File: src/rtl/prover_compute_v_sr_ctrl.sv
// prover_compute_v_sr_ctrl
// Round sequencer for the prover V-shift-register datapath. One `start` runs
// a full sumcheck trip of nRounds rounds. Each round:
//   1. accept a challenge tau over a valid/ready handshake;
//   2. register tau and (1 - tau) mod F_Q;
//   3. pulse vsr_en for one cycle (with vsr_restart on the first round only);
//   4. wait for vsr_ready_pulse from the datapath.
//
// Ports:
//   clk, rstb        clock, synchronous active-high reset
//   start            begin a trip (IDLE only)
//   tau_in/valid     challenge input; tau_ready is the handshake reply
//   vsr_en           one-cycle launch strobe
//   vsr_restart      restart flag for the datapath
//   tau, m_tau_p1    held challenge and (1 - tau) mod F_Q
//   vsr_ready_pulse  round-complete pulse from the datapath
//   vsr_gates_en     per-gate strobe from the datapath
//   round            current 0-based round index
//   busy, done       trip status
//   err              sticky gate-count error
//
// Build option: define PROVER_VSR_CTRL_GATECHK_EN to build the per-round
// gate counter and its checker. Without it, err is tied to 0.
module prover_compute_v_sr_ctrl #(
  parameter int nCopyBits   = 4,
  parameter int totParallel = 4,
  parameter int nRounds     = nCopyBits + $clog2(totParallel) + 2,
  parameter int F_NBITS     = 61,
  parameter logic [F_NBITS-1:0] F_Q = {F_NBITS{1'b1}}
) (
  input  logic                             clk,
  input  logic                             rstb,
  input  logic                             start,
  input  logic [F_NBITS-1:0]               tau_in,
  input  logic                             tau_valid,
  output logic                             tau_ready,
  output logic                             vsr_en,
  output logic                             vsr_restart,
  output logic [F_NBITS-1:0]               tau,
  output logic [F_NBITS-1:0]               m_tau_p1,
  input  logic                             vsr_ready_pulse,
  input  logic                             vsr_gates_en,
  output logic [$clog2(nRounds+1)-1:0]     round,
  output logic                             busy,
  output logic                             done,
  output logic                             err
);
  localparam int RW = $clog2(nRounds + 1);
  localparam int CW = nCopyBits + 1;
  localparam logic [F_NBITS:0] Q_EXT    = {1'b0, F_Q};
  localparam logic [F_NBITS:0] Q_PLUS_1 = Q_EXT + {{F_NBITS{1'b0}}, 1'b1};

  typedef enum logic [2:0] {IDLE, WAIT_TAU, LAUNCH, RUN, DONE} state_t;

  state_t               state_q, state_d;
  logic [RW-1:0]        round_q, round_d;
  logic                 restart_pending_q, restart_pending_d;
  logic [F_NBITS-1:0]   tau_q, tau_d;
  logic [F_NBITS-1:0]   m_tau_p1_q, m_tau_p1_d;
  logic                 tau_ready_q, tau_ready_d;
  logic                 vsr_en_q, vsr_en_d;
  logic                 vsr_restart_q, vsr_restart_d;
  logic                 busy_q, busy_d;
  logic                 done_q, done_d;
  logic [F_NBITS:0]     m_sum;
  logic [F_NBITS:0]     m_red;

  // (1 - tau) mod F_Q computed as (F_Q + 1 - tau) with one conditional
  // subtraction; tau < F_Q keeps the sum within [2, F_Q + 1].
  always_comb begin
    m_sum = Q_PLUS_1 - {1'b0, tau_in};
    m_red = (m_sum >= Q_EXT) ? (m_sum - Q_EXT) : m_sum;
  end

  always_comb begin
    state_d           = state_q;
    round_d           = round_q;
    restart_pending_d = restart_pending_q;
    tau_d             = tau_q;
    m_tau_p1_d        = m_tau_p1_q;
    case (state_q)
      IDLE: begin
        if (start) begin
          state_d           = WAIT_TAU;
          round_d           = '0;
          restart_pending_d = 1'b1;
        end
      end
      WAIT_TAU: begin
        if (tau_ready_q && tau_valid) begin
          tau_d      = tau_in;
          m_tau_p1_d = m_red[F_NBITS-1:0];
          state_d    = LAUNCH;
        end
      end
      LAUNCH: begin
        restart_pending_d = 1'b0;
        state_d           = RUN;
      end
      RUN: begin
        if (vsr_ready_pulse) begin
          if (round_q == RW'(nRounds - 1)) begin
            state_d = DONE;
          end else begin
            round_d = round_q + 1'b1;
            state_d = WAIT_TAU;
          end
        end
      end
      DONE:    state_d = IDLE;
      default: state_d = IDLE;
    endcase
    // Outputs are registered from the next state so they line up with it.
    tau_ready_d   = (state_d == WAIT_TAU);
    vsr_en_d      = (state_d == LAUNCH);
    vsr_restart_d = (state_d == LAUNCH) && restart_pending_q;
    busy_d        = (state_d != IDLE);
    done_d        = (state_d == DONE);
  end

  always_ff @(posedge clk) begin
    if (rstb) begin
      state_q           <= IDLE;
      round_q           <= '0;
      restart_pending_q <= 1'b0;
      tau_q             <= '0;
      m_tau_p1_q        <= '0;
      tau_ready_q       <= 1'b0;
      vsr_en_q          <= 1'b0;
      vsr_restart_q     <= 1'b0;
      busy_q            <= 1'b0;
      done_q            <= 1'b0;
    end else begin
      state_q           <= state_d;
      round_q           <= round_d;
      restart_pending_q <= restart_pending_d;
      tau_q             <= tau_d;
      m_tau_p1_q        <= m_tau_p1_d;
      tau_ready_q       <= tau_ready_d;
      vsr_en_q          <= vsr_en_d;
      vsr_restart_q     <= vsr_restart_d;
      busy_q            <= busy_d;
      done_q            <= done_d;
    end
  end

`ifdef PROVER_VSR_CTRL_GATECHK_EN
  logic [CW-1:0] gate_cnt_q, gate_cnt_d;
  logic [CW-1:0] cnt_final;
  logic [CW-1:0] exp_cnt;
  logic [RW-1:0] shamt;
  logic          err_q, err_d;

  always_comb begin
    // Count including a strobe that lands in the same cycle; saturate at max.
    cnt_final = gate_cnt_q;
    if (vsr_gates_en && (gate_cnt_q != {CW{1'b1}})) begin
      cnt_final = gate_cnt_q + 1'b1;
    end
    // Halving schedule: 2^(nCopyBits-1-r) for early rounds, then 1.
    shamt   = RW'(nCopyBits - 1) - round_q;
    exp_cnt = {{(CW-1){1'b0}}, 1'b1};
    if (round_q < RW'(nCopyBits)) begin
      exp_cnt = {{(CW-1){1'b0}}, 1'b1} << shamt;
    end

    gate_cnt_d = gate_cnt_q;
    err_d      = err_q;
    if ((state_q == IDLE) && start) begin
      err_d = 1'b0;
    end
    if (state_q == LAUNCH) begin
      gate_cnt_d = '0;
    end
    if (state_q == RUN) begin
      gate_cnt_d = cnt_final;
      if (vsr_ready_pulse && (cnt_final != exp_cnt)) begin
        err_d = 1'b1;
      end
    end else if (vsr_gates_en) begin
      err_d = 1'b1;
    end
  end

  always_ff @(posedge clk) begin
    if (rstb) begin
      gate_cnt_q <= '0;
      err_q      <= 1'b0;
    end else begin
      gate_cnt_q <= gate_cnt_d;
      err_q      <= err_d;
    end
  end

  assign err = err_q;
`else
  logic gates_unused;
  assign gates_unused = vsr_gates_en;
  assign err          = 1'b0;
`endif

  assign tau_ready   = tau_ready_q;
  assign vsr_en      = vsr_en_q;
  assign vsr_restart = vsr_restart_q;
  assign tau         = tau_q;
  assign m_tau_p1    = m_tau_p1_q;
  assign round       = round_q;
  assign busy        = busy_q;
  assign done        = done_q;

endmodule
File: config.mk
export PLATFORM = sky130hd
export DESIGN_NAME = prover_compute_v_sr_ctrl
export DESIGN_NICKNAME = d
export VERILOG_FILES = /design/src/rtl/prover_compute_v_sr_ctrl.sv
export SDC_FILE = /design/constraint.sdc
export NUM_CORES = 1
export LEC_CHECK = 0
export ABC_AREA = 1
export BUFFER_PORTS_ARGS = -buffer_cell sky130_fd_sc_hd__buf_2
export CORE_UTILIZATION = 49
export CTS_BUF_LIST = sky130_fd_sc_hd__clkbuf_16
export DETAILED_ROUTE_END_ITERATION = 10
export PLACE_DENSITY = 0.84
export SLEW_MARGIN = 0
export SYNTH_ARGS = -nofsm -noshare
export SYNTH_HDL_FRONTEND = slang
export SYNTH_SLANG_ARGS = --single-unit
File: constraint.sdc
create_clock -name clk -period 2.3 [get_ports clk]
set_input_delay 0.23 -clock clk [delete_from_list [all_inputs] [get_ports clk]]
set_output_delay 0.23 -clock clk [all_outputs]
set_load 0.02 [all_outputs]
; Word-level counts from Yosys, hierarchy flattened
; Index checks and enable logic that the tools add are counted.
[word_totals]
regBits = 135
output_inout_bits = 132
[op_classes]
addsub = 3
n_lt_le_gt_ge = 1
n_eq_ne = 10
mux = 12
reduce_logical = 9
[op_table]
columns = operator, count
row1 = ">= comparator 62 x 61 -> 1 bit, second input constant", 1
row2 = "subtractor 62 x 61 -> 62 bit, first input constant", 1
row3 = 2-to-1 mux 61 bit, 1
row4 = "subtractor 61 bit, second input constant", 1
row5 = 2-to-1 mux 3 bit, 4
row6 = 2-to-1 mux 4 bit, 3
row7 = one-hot mux 3 bit (4 select lines), 1
row8 = "== test 3 x 2 -> 1 bit, second input constant", 3
row9 = one-hot mux 4 bit (2 select lines), 1
row10 = "== test 3 x 1 -> 1 bit, second input constant", 2
row11 = "!= test 2 bit, second input constant", 3
row12 = "adder 4 x 1 -> 4 bit, second input constant", 1
row13 = "== test 4 x 3 -> 1 bit, second input constant", 1
row14 = AND reduction 2 bit, 2
row15 = AND reduction 4 bit, 1
row16 = nonzero test 2 bit, 2
row17 = "== test 3 bit, second input constant", 1
row18 = zero test 3 bit, 1
row19 = nonzero test 3 bit, 1
row20 = logical AND 1 bit, 2
row21 = one-hot mux 1 bit (2 select lines), 1
row22 = 2-to-1 mux 1 bit, 1

; Depth between registers and ports, before layout
; Gate-level depths: netlist of the first run.
[logic_depth]
ltp_word = 6
mapped_depth = 20
ltp_nobuf = 20

; Worst setup path after synthesis of the first run
; OpenSTA, ideal clock, no wires.
[synth_path]
kind = input to register
start = in tau_in[0]
end = reg m_tau_p1_q[37], in the netlist m_tau_p1[37]
arrival_ns = 2.228
path_slack_ns = -0.066
stages = 20
path_buffers = 1
cell_sequence = inv_1 ha_1 nand2_2 nor2_8 nand2_2 nor2_2 nand2_1 nand2_1 nand2_1 nor2_2 nand2_1 nor2_1 nand2_1 nor2_2 nand2_4 nand2_8 nand2_8 buf_12 nand3_2 a21oi_1
[synth_via]
elab_chain_cells = 3
elab_cells_between_ends = 4
classes_between = add/sub (2) / order compare (1) / mux (1)
[synth_lines]
columns = element, line_no
row1 = from (decl), 34  ; input logic [F_NBITS-1:0] tau_in,
row2 = subtractor 62 x 61 -> 62 bit (*), 71  ; m_sum = Q_PLUS_1 - {1'b0, tau_in};
row3 = subtractor 61 bit or >= comparator 62 x 61 -> 1 bit (tied branches), 72  ; m_red = (m_sum >= Q_EXT) ? (m_sum - Q_EXT) : m_sum;
row4 = 2-to-1 mux 61 bit (*), 72
row5 = to (signal assigned), 138  ; m_tau_p1_q <= m_tau_p1_d;
row6 = to (decl), 59  ; logic [F_NBITS-1:0] m_tau_p1_q, m_tau_p1_d;
; Every way passes the cells marked *; elsewhere a longest branch is shown, timed or not.
; A chain may end at the register's enable or synchronous reset.

; Worst setup path in the final report of the first run
[layout_path]
start = in tau_in[11]
end = reg m_tau_p1_q[49], in the netlist m_tau_p1[49]
; Same word-level chain as after synthesis.

==> results of run 1 <==
-- critical path: stages --
cell and delay [ps]:
buf_2 140, nor2_4 130, buf_4 120, nand2_2 80, nor2_4 190, nand2_4 90, buf_4 150, xor2_2 220
nand2_1 100, nor3_1 220, nand3_1 160, nor2_2 160, nand2_4 110, buf_6 160, nand3_1 70, nand3_1 120
a21oi_2 200
-- synth_stat cells (4+ instances only) --
library cell and number:
a21oi_1 119, a21oi_2 7, buf_2 4, clkbuf_1 40, dfxtp_1 135, inv_1 123
inv_2 5, nand2_1 433, nand2_2 13, nand3_1 133, nand3_2 10, nand3b_1 6
nand4_1 14, nor2_1 145, nor2_2 19, nor2_4 8, nor3_1 10, o21ai_0 11
o21ai_1 6, xor2_1 8
-- worst max-delay path by stage --
stage / startpoint / endpoint
after floorplan: tau_in[0] / m_tau_p1[37]$_SDFFE_PP0P_
after global placement: tau_in[0] / m_tau_p1[45]$_SDFFE_PP0P_
after detailed placement: tau_in[0] / m_tau_p1[45]$_SDFFE_PP0P_
after CTS: tau_in[0] / m_tau_p1[49]$_SDFFE_PP0P_
after global routing: tau_in[11] / m_tau_p1[49]$_SDFFE_PP0P_
final: tau_in[11] / m_tau_p1[49]$_SDFFE_PP0P_
-- registers in the layout (all words and copies together) (netlist names), 3 cells and up --
name / count
state_q: 3
round: 4
tau: 61
m_tau_p1: 61
-- cell families (layout without fill, tap and decap cells) --
| kind of cell | after synthesis | in the layout | share of synthesized area (%) |
|---|---|---|---|
| xor+xnor | 8 | 8 | 0.888 |
| other cells | 1 | 2 | 0.0475 |
| simple gates | 807 | 807 | 45.6 |
| buf+inv | 178 | 565 | 9.07 |
| compound gates | 146 | 146 | 9.68 |
| fa+ha+maj | 3 | 3 | 0.476 |
| flops | 135 | 135 | 34.3 |
-- layout make-up --
type / count / share of cell area [%]
multi-input cells: 965 / 42.1
flip-flops and latches: 135 / 23.5
repair buffers: 404 / 22.6
inverters: 129 / 4.24
clock buffers: 17 / 3.70
well taps: 216 / 2.35
clock inverters: 15 / 1.52
diodes: 1 / 0.0218
-- power by group --
part           switching [W]  internal (W)  total, W  leakage [nW]
Clock                0.00113       0.00171   0.00284         0.287
Sequential         0.0000326       0.00240   0.00243          1.09
Combinational       0.000618      0.000393   0.00101          4.16
Total                0.00178       0.00450   0.00628          5.54
-- what timing repair did --
action	CTS	global route
gates resized for setup	4	114
cloned	0	1
pin swaps	0	33
hold buffers	0	0
setup endpoints to repair	22	60
endpoints found under the hold margin	0	0
buffers inserted	0	12
-- routing by layer --
| layer | track usage, % | routed length [µm] | vias up |
|---|---|---|---|
| met4 | 12.2 | 803 | 0 |
| li1 | - | - | 4803 |
| met2 | 53.9 | 13600 | 494 |
| met3 | 5.45 | 2310 | 82 |
| met5 | 0 | 0 | - |
| met1 | 43.8 | 12100 | 4599 |
-- per-stage QoR --
stage	cell area (µm²)	hold slack (ps)	power, W
6_report	11500	18.3	0.00628
5_1_grt	11500	26.0	0.00648
4_1_cts	11000	18.2	0.00620
3_5_place_dp	10400	435	0.00340
3_3_place_gp	10400	433	0.00339
2_1_floorplan	7910	378	0.00293
==> results.ini, run 1 <==
[outcome]
outcome = finished, violations left
violations = setup timing

[job]
maxCapViolations = 0

[yosys]
syn_inst = 1278
syn_avg_cell_area_um2 = 6.17
ys_warn_count = 0
synthTopCellsByArea = dfxtp_1 34%, nand2_1 21%, nand3_1 8.4%, a21oi_1 7.6%, nor2_1 6.9%
synth_seq_cells = 135
synth_top_cell_area_share_pct = 34.3
netlist_area_um2 = 7890
ys.flop_type = dfxtp_1
async_reset_ff_share_pct = 0
ys_seq_area_share_pct = 34.3
yosysTopAreaCell = dfxtp_1
synth_cell_types = 37
synth_edf_count = 0
synthesis.nets = 1348

[clocking]
cts_tree = built
clockBufferDepth = 2
cts_htree_levels = 4
clk_latency_ps = 440
root_buffer = clkbuf_16
cts_sinks = 135
cts_inserted_buffers = 17
path_clk_slew_ps = 60

[layout]
utilization_pct = 72.9
multi_input_area_um2 = 4840
drive_above_1_share_pct = 35.6
fill_cells = 1223
nets = 1722
syn_to_final_growth_pct = 45.8
final_cell_mix = 406 x nand2_1, 201 x buf_4, 194 x buf_2
mostFrequentLayoutCell = nand2_1
final_cells = 1882
register_area_um2 = 2700

[worst_setup_path]
reg2reg_to = busy$_SDFF_PP0_
rrSetupSlack_ps = 410
r2r_cells = 7
crit_type = in2reg
worstPathRequired_ps = 2660
critPathLaunchType = input port
critPathArrivalTime_ps = 2670
cp-end-kind = register
worstPathMaxFanout = 13
rr_startpoint = state_q[2]$_SDFF_PP0_

[global_routing]
antenna_found_initial = 1
grt_pass1_wl_mm = 42.8
grt_usage_pct = 33.0
grt_pass1_vias = 8821
grt_max_degree = 127
grt-ovfl-total = 0

[route]
routed-via-count = 9978
drtPass1Iterations = 6
antenna_left = 0
drt_wl_total_mm = 28.8
vias_per_cell = 5.30
wl_per_cell_um = 15.3
drc = 0
drt-initial-drc-count = 906

[floorplanning]
die_height_um = 129
die_w_um = 129
start_util_pct = 50.0
core_region_area_um2 = 15800
num_rows = 46
die_area_um2 = 16600
io_pins = 199

[pwr]
ir_drop_mv = 0.528
p_per_area_nw_per_um2 = 546
p_leak_nw = 5.54

[hold_path]
holdPathStages = 2
hold_class = in2reg
worstHoldEndpoint = done$_SDFF_PP0_
min_from = rstb

[sta]
relSlewSlack_pct = 52.6
finClkSkew_ps = 6.64
fmax_mhz = 433
grt_setup_unrepaired = true
min_period_ps = 2310
worst-slew-pin-transition_ps = 711
maxSlewViolCount = 0
hold_violations = 0
worst_slack_ps = -10.8
fin_crit_sh_pct = 100
setup-violations-final = 1
tns_ps = -10.8

[placement]
dp.final_hpwl_mm = 20.7
portBuffers = 196
place_congestion = 1.01
dp.cells = 1836
place_ws_ps = -428

No activity file was read; power rests on OpenSTA's default activity.
==> run 2, diff against run 1 <==
--- a/config.mk
+++ b/config.mk
@@ -5,12 +5,12 @@
 export SDC_FILE = /design/constraint.sdc
 export NUM_CORES = 1
 export LEC_CHECK = 0
-export ABC_AREA = 1
 export BUFFER_PORTS_ARGS = -buffer_cell sky130_fd_sc_hd__buf_2
-export CORE_UTILIZATION = 49
+export CORE_ASPECT_RATIO = 1.75
+export CORE_UTILIZATION = 48
 export CTS_BUF_LIST = sky130_fd_sc_hd__clkbuf_16
 export DETAILED_ROUTE_END_ITERATION = 10
-export PLACE_DENSITY = 0.84
+export PLACE_DENSITY = 0.85
 export SLEW_MARGIN = 0
 export SYNTH_ARGS = -nofsm -noshare
 export SYNTH_HDL_FRONTEND = slang
==> results.ini, run 2 <==
[floorplanning]
die_w_um = 93.1  ; -28%
start_util_pct = 48.8  ; -1.2 points
io_pins = 199  ; unchanged
num_rows = 58  ; +26%
core_region_area_um2 = 14300  ; -9.3%
die_height_um = 161  ; +25%
die_area_um2 = 15000  ; -9.4%

[sta]
fin_crit_sh_pct = 146  ; +45 points
grt_setup_unrepaired = true
whs_ps = 77.2  ; +58.9 ps
maxSlewViolCount = 0  ; unchanged
worst_slack_ps = -1050  ; -1040 ps
fmax_mhz = 298  ; -31%
worst-slew-pin-transition_ps = 754  ; +42.5 ps
hold_violations = 0  ; unchanged
setup-violations-final = 61  ; +60
finClkSkew_ps = 7.31  ; +0.669 ps
min_period_ps = 3350  ; +1040 ps
relSlewSlack_pct = 49.7  ; -2.8 points

[layout]
utilization_pct = 75.0  ; +2.1 points
nets = 1332  ; -23%
n_antenna_cell = 0  ; -1
final_cell_mix = 208 x buf_4, 190 x buf_2, 172 x nand2_1
final_cells = 1454  ; -23%
syn_to_final_growth_pct = 53.7
drive_above_1_share_pct = 41.8  ; +6.2 points
mostFrequentLayoutCell = buf_4

[route]
wl_per_cell_um = 20.5  ; +34%
routed-via-count = 8966  ; -10%
drc = 0  ; unchanged
drtPass1Iterations = 7  ; +1
antenna_left = 0  ; unchanged
drt-initial-drc-count = 830  ; -8.4%
vias_per_cell = 6.17  ; +16%
drt_wl_total_mm = 29.8  ; +3.5%

[global_routing]
grt_pass1_vias = 8608  ; -2.4%
grt_pass1_wl_mm = 45.0  ; +5.2%
grt_max_degree = 66  ; -48%
antenna_found_initial = 1  ; unchanged
grt_usage_pct = 39.2  ; +6.2 points
grt-ovfl-total = 0  ; unchanged

[yosys]
ys.flop_type = dfxtp_1
synth_edf_count = 0  ; unchanged
yosysTopAreaCell = dfxtp_1
synthTopCellsByArea = dfxtp_1 39%, nand2_1 9.3%, a21oi_1 7.0%, xnor2_1 3.3%, nor4_1 3.2%
yosysMostFrequentCell = nand2_1
synth_cell_types = 71  ; +92%
synth_seq_cells = 135  ; unchanged
synthesis.nets = 963  ; -29%
syn_avg_cell_area_um2 = 7.81  ; +27%
netlist_area_um2 = 6980  ; -12%
ys_seq_area_share_pct = 38.7  ; +4.5 points
async_reset_ff_share_pct = 0  ; unchanged
ys_warn_count = 0  ; unchanged
syn_inst = 893  ; -30%
synth_top_cell_area_share_pct = 38.7  ; +4.5 points
yosys-top-cells-count = 172 x nand2_1, 135 x dfxtp_1, 98 x a21oi_1, 59 x nor2_1, 53 x clkbuf_1

[placement]
place_congestion = 0.991  ; -1.6%
portBuffers = 196  ; unchanged
dp.cells = 1409  ; -23%
place_ws_ps = -1550  ; -1130 ps
dp.final_hpwl_mm = 20.7  ; +0.27%

[clocking]
cts_sinks = 135  ; unchanged
path_clk_slew_ps = 60  ; about the same
root_buffer = clkbuf_16
clk_latency_ps = 420  ; -20 ps
clockBufferDepth = 2  ; unchanged
cts_htree_levels = 4  ; unchanged
hold_buffers = 0  ; unchanged
cts_tree = built
cts_inserted_buffers = 17  ; unchanged

[worst_setup_path]
critPathLaunchType = input port
crit_type = in2reg
critPathLaunch = tau_in[0]
slowest_delay_ps = 630  ; +410 ps
path_cells = buf_6, buf_6, inv_4, ha_4, or4b_4, nor4_2, buf_4, nand4_1, o21a_1, nor2_1, nand4b_1, or4_4, buf_12, buf_16, a31o_1, nor3_2
r2r_cells = 6  ; -1
cp_num_buf_inv = 6  ; +2
crit_slowest_cell = or4_4
rr_startpoint = state_q[1]$_SDFF_PP0_
worstPathRequired_ps = 2640  ; -20 ps
rrSetupSlack_ps = 170  ; -240 ps
path_common_cell = buf_6
critPathArrivalTime_ps = 3690  ; +1020 ps
cp-end-kind = register
worstPathMaxFanout = 6  ; -7
path_delay_family = simple AND/OR/NAND/NOR gates
reg2reg_to = m_tau_p1[51]$_SDFFE_PP0P_

[pwr]
ir_drop_mv = 0.642  ; +22%
p_leak_nw = 4.56  ; -18%
p_per_area_nw_per_um2 = 580  ; +6.1%

[hold_path]
worstHoldEndpoint = tau[13]$_SDFFE_PP0P_
holdPathStages = 3  ; +1
min_from = tau_in[13]
hold_class = in2reg

[job]
maxCapViolations = 0  ; unchanged

[outcome]
violations = setup timing
outcome = finished, violations left

==> run 2: cell count changes after synthesis, sizes merged, moves of 13 or more <==
cell,change
nand2,-279
inv,-120
nand3,-116
nor2,-114
nor4,+41
a21oi,-28
xnor2,+26
nor3,+19
xor2,+16
or4,+15
or3,+14
clkbuf,+13
==> run 2: worst reg2reg max path, delay by kind of cell (launching register included) <==
kind | cells | cell delay, ps
flip-flops | 1 | 380
AND/OR/NAND/NOR | 4 | 840
buffers and inverters | 1 | 500
AO/OA/AOI/OAI | 1 | 260
==> run 2: routing by layer <==
metal	part of all wire, %	wire length, µm	vias to the layer above	global-route usage [%]
met5	0.044	13	-	0
met4	8.6	2560	2	30.8
met3	7.3	2170	213	9.18
met2	51	15300	583	68.7
met1	33	9770	4217	38.8
li1	-	-	3951	-
==> run 2: how the worst max path moves through the flow <==
stage	cells past startpoint	end	slack [ps]
finish	16	m_tau_p1[5]$_SDFFE_PP0P_	-1050
CTS	11	m_tau_p1[59]$_SDFFE_PP0P_	-940
global placement	14	m_tau_p1[48]$_SDFFE_PP0P_	-1470
global route	13	m_tau_p1[50]$_SDFFE_PP0P_	-1140
floorplan	14	m_tau_p1[54]$_SDFFE_PP0P_	-1240
detailed placement	11	m_tau_p1[0]$_SDFFE_PP0P_	-1550
==> run 2: per-stage QoR <==
| step | area [µm²] | total power (W) | TNS (ps) |
|---|---|---|---|
| after floorplan | 7200 | 0.00294 | -66770 |
| after global placement | 9690 | 0.00339 | -81890 |
| after detailed placement | 9690 | 0.00340 | -85070 |
| after CTS | 10600 | 0.00618 | -47550 |
| after global routing | 10700 | 0.00638 | -60560 |
| final | 10700 | 0.00622 | -54740 |
==> run 2: final cells by class <==
class | instances | area, µm²
Timing Repair Buffer | 418 | 2850
Clock buffer | 17 | 425
Multi-Input combinational cell | 682 | 4330
Clock inverter | 14 | 160
Inverter | 8 | 32.5
Fill cell | 955 | 3570
Tap cell | 180 | 225
Sequential cell | 135 | 2700
==> run 2: timing repair <==
action / CTS / global route
cloned: 3 / 1
pin swaps: 14 / 10
endpoints found under the setup margin: 61 / 61
setup buffers: 8 / 3
resized for setup: 40 / 20
hold endpoints to repair: 0 / 0
==> run 2: power breakdown <==
part	leakage, nW	internal [W]	switching (W)
combinational	3.17	0.000392	0.000588
clock	0.290	0.00169	0.00109
sequential	1.09	0.00241	0.0000460
total	4.56	0.00449	0.00172
==> run 2: logic make-up after synthesis <==
family          synth area share (%)
compound gates                  16.8
xor+xnor                        6.28
fa+ha+maj                      0.538
buf+inv                         4.56
flops                           38.7
mux                            0.287
other cells                   0.0538
simple gates                    32.8
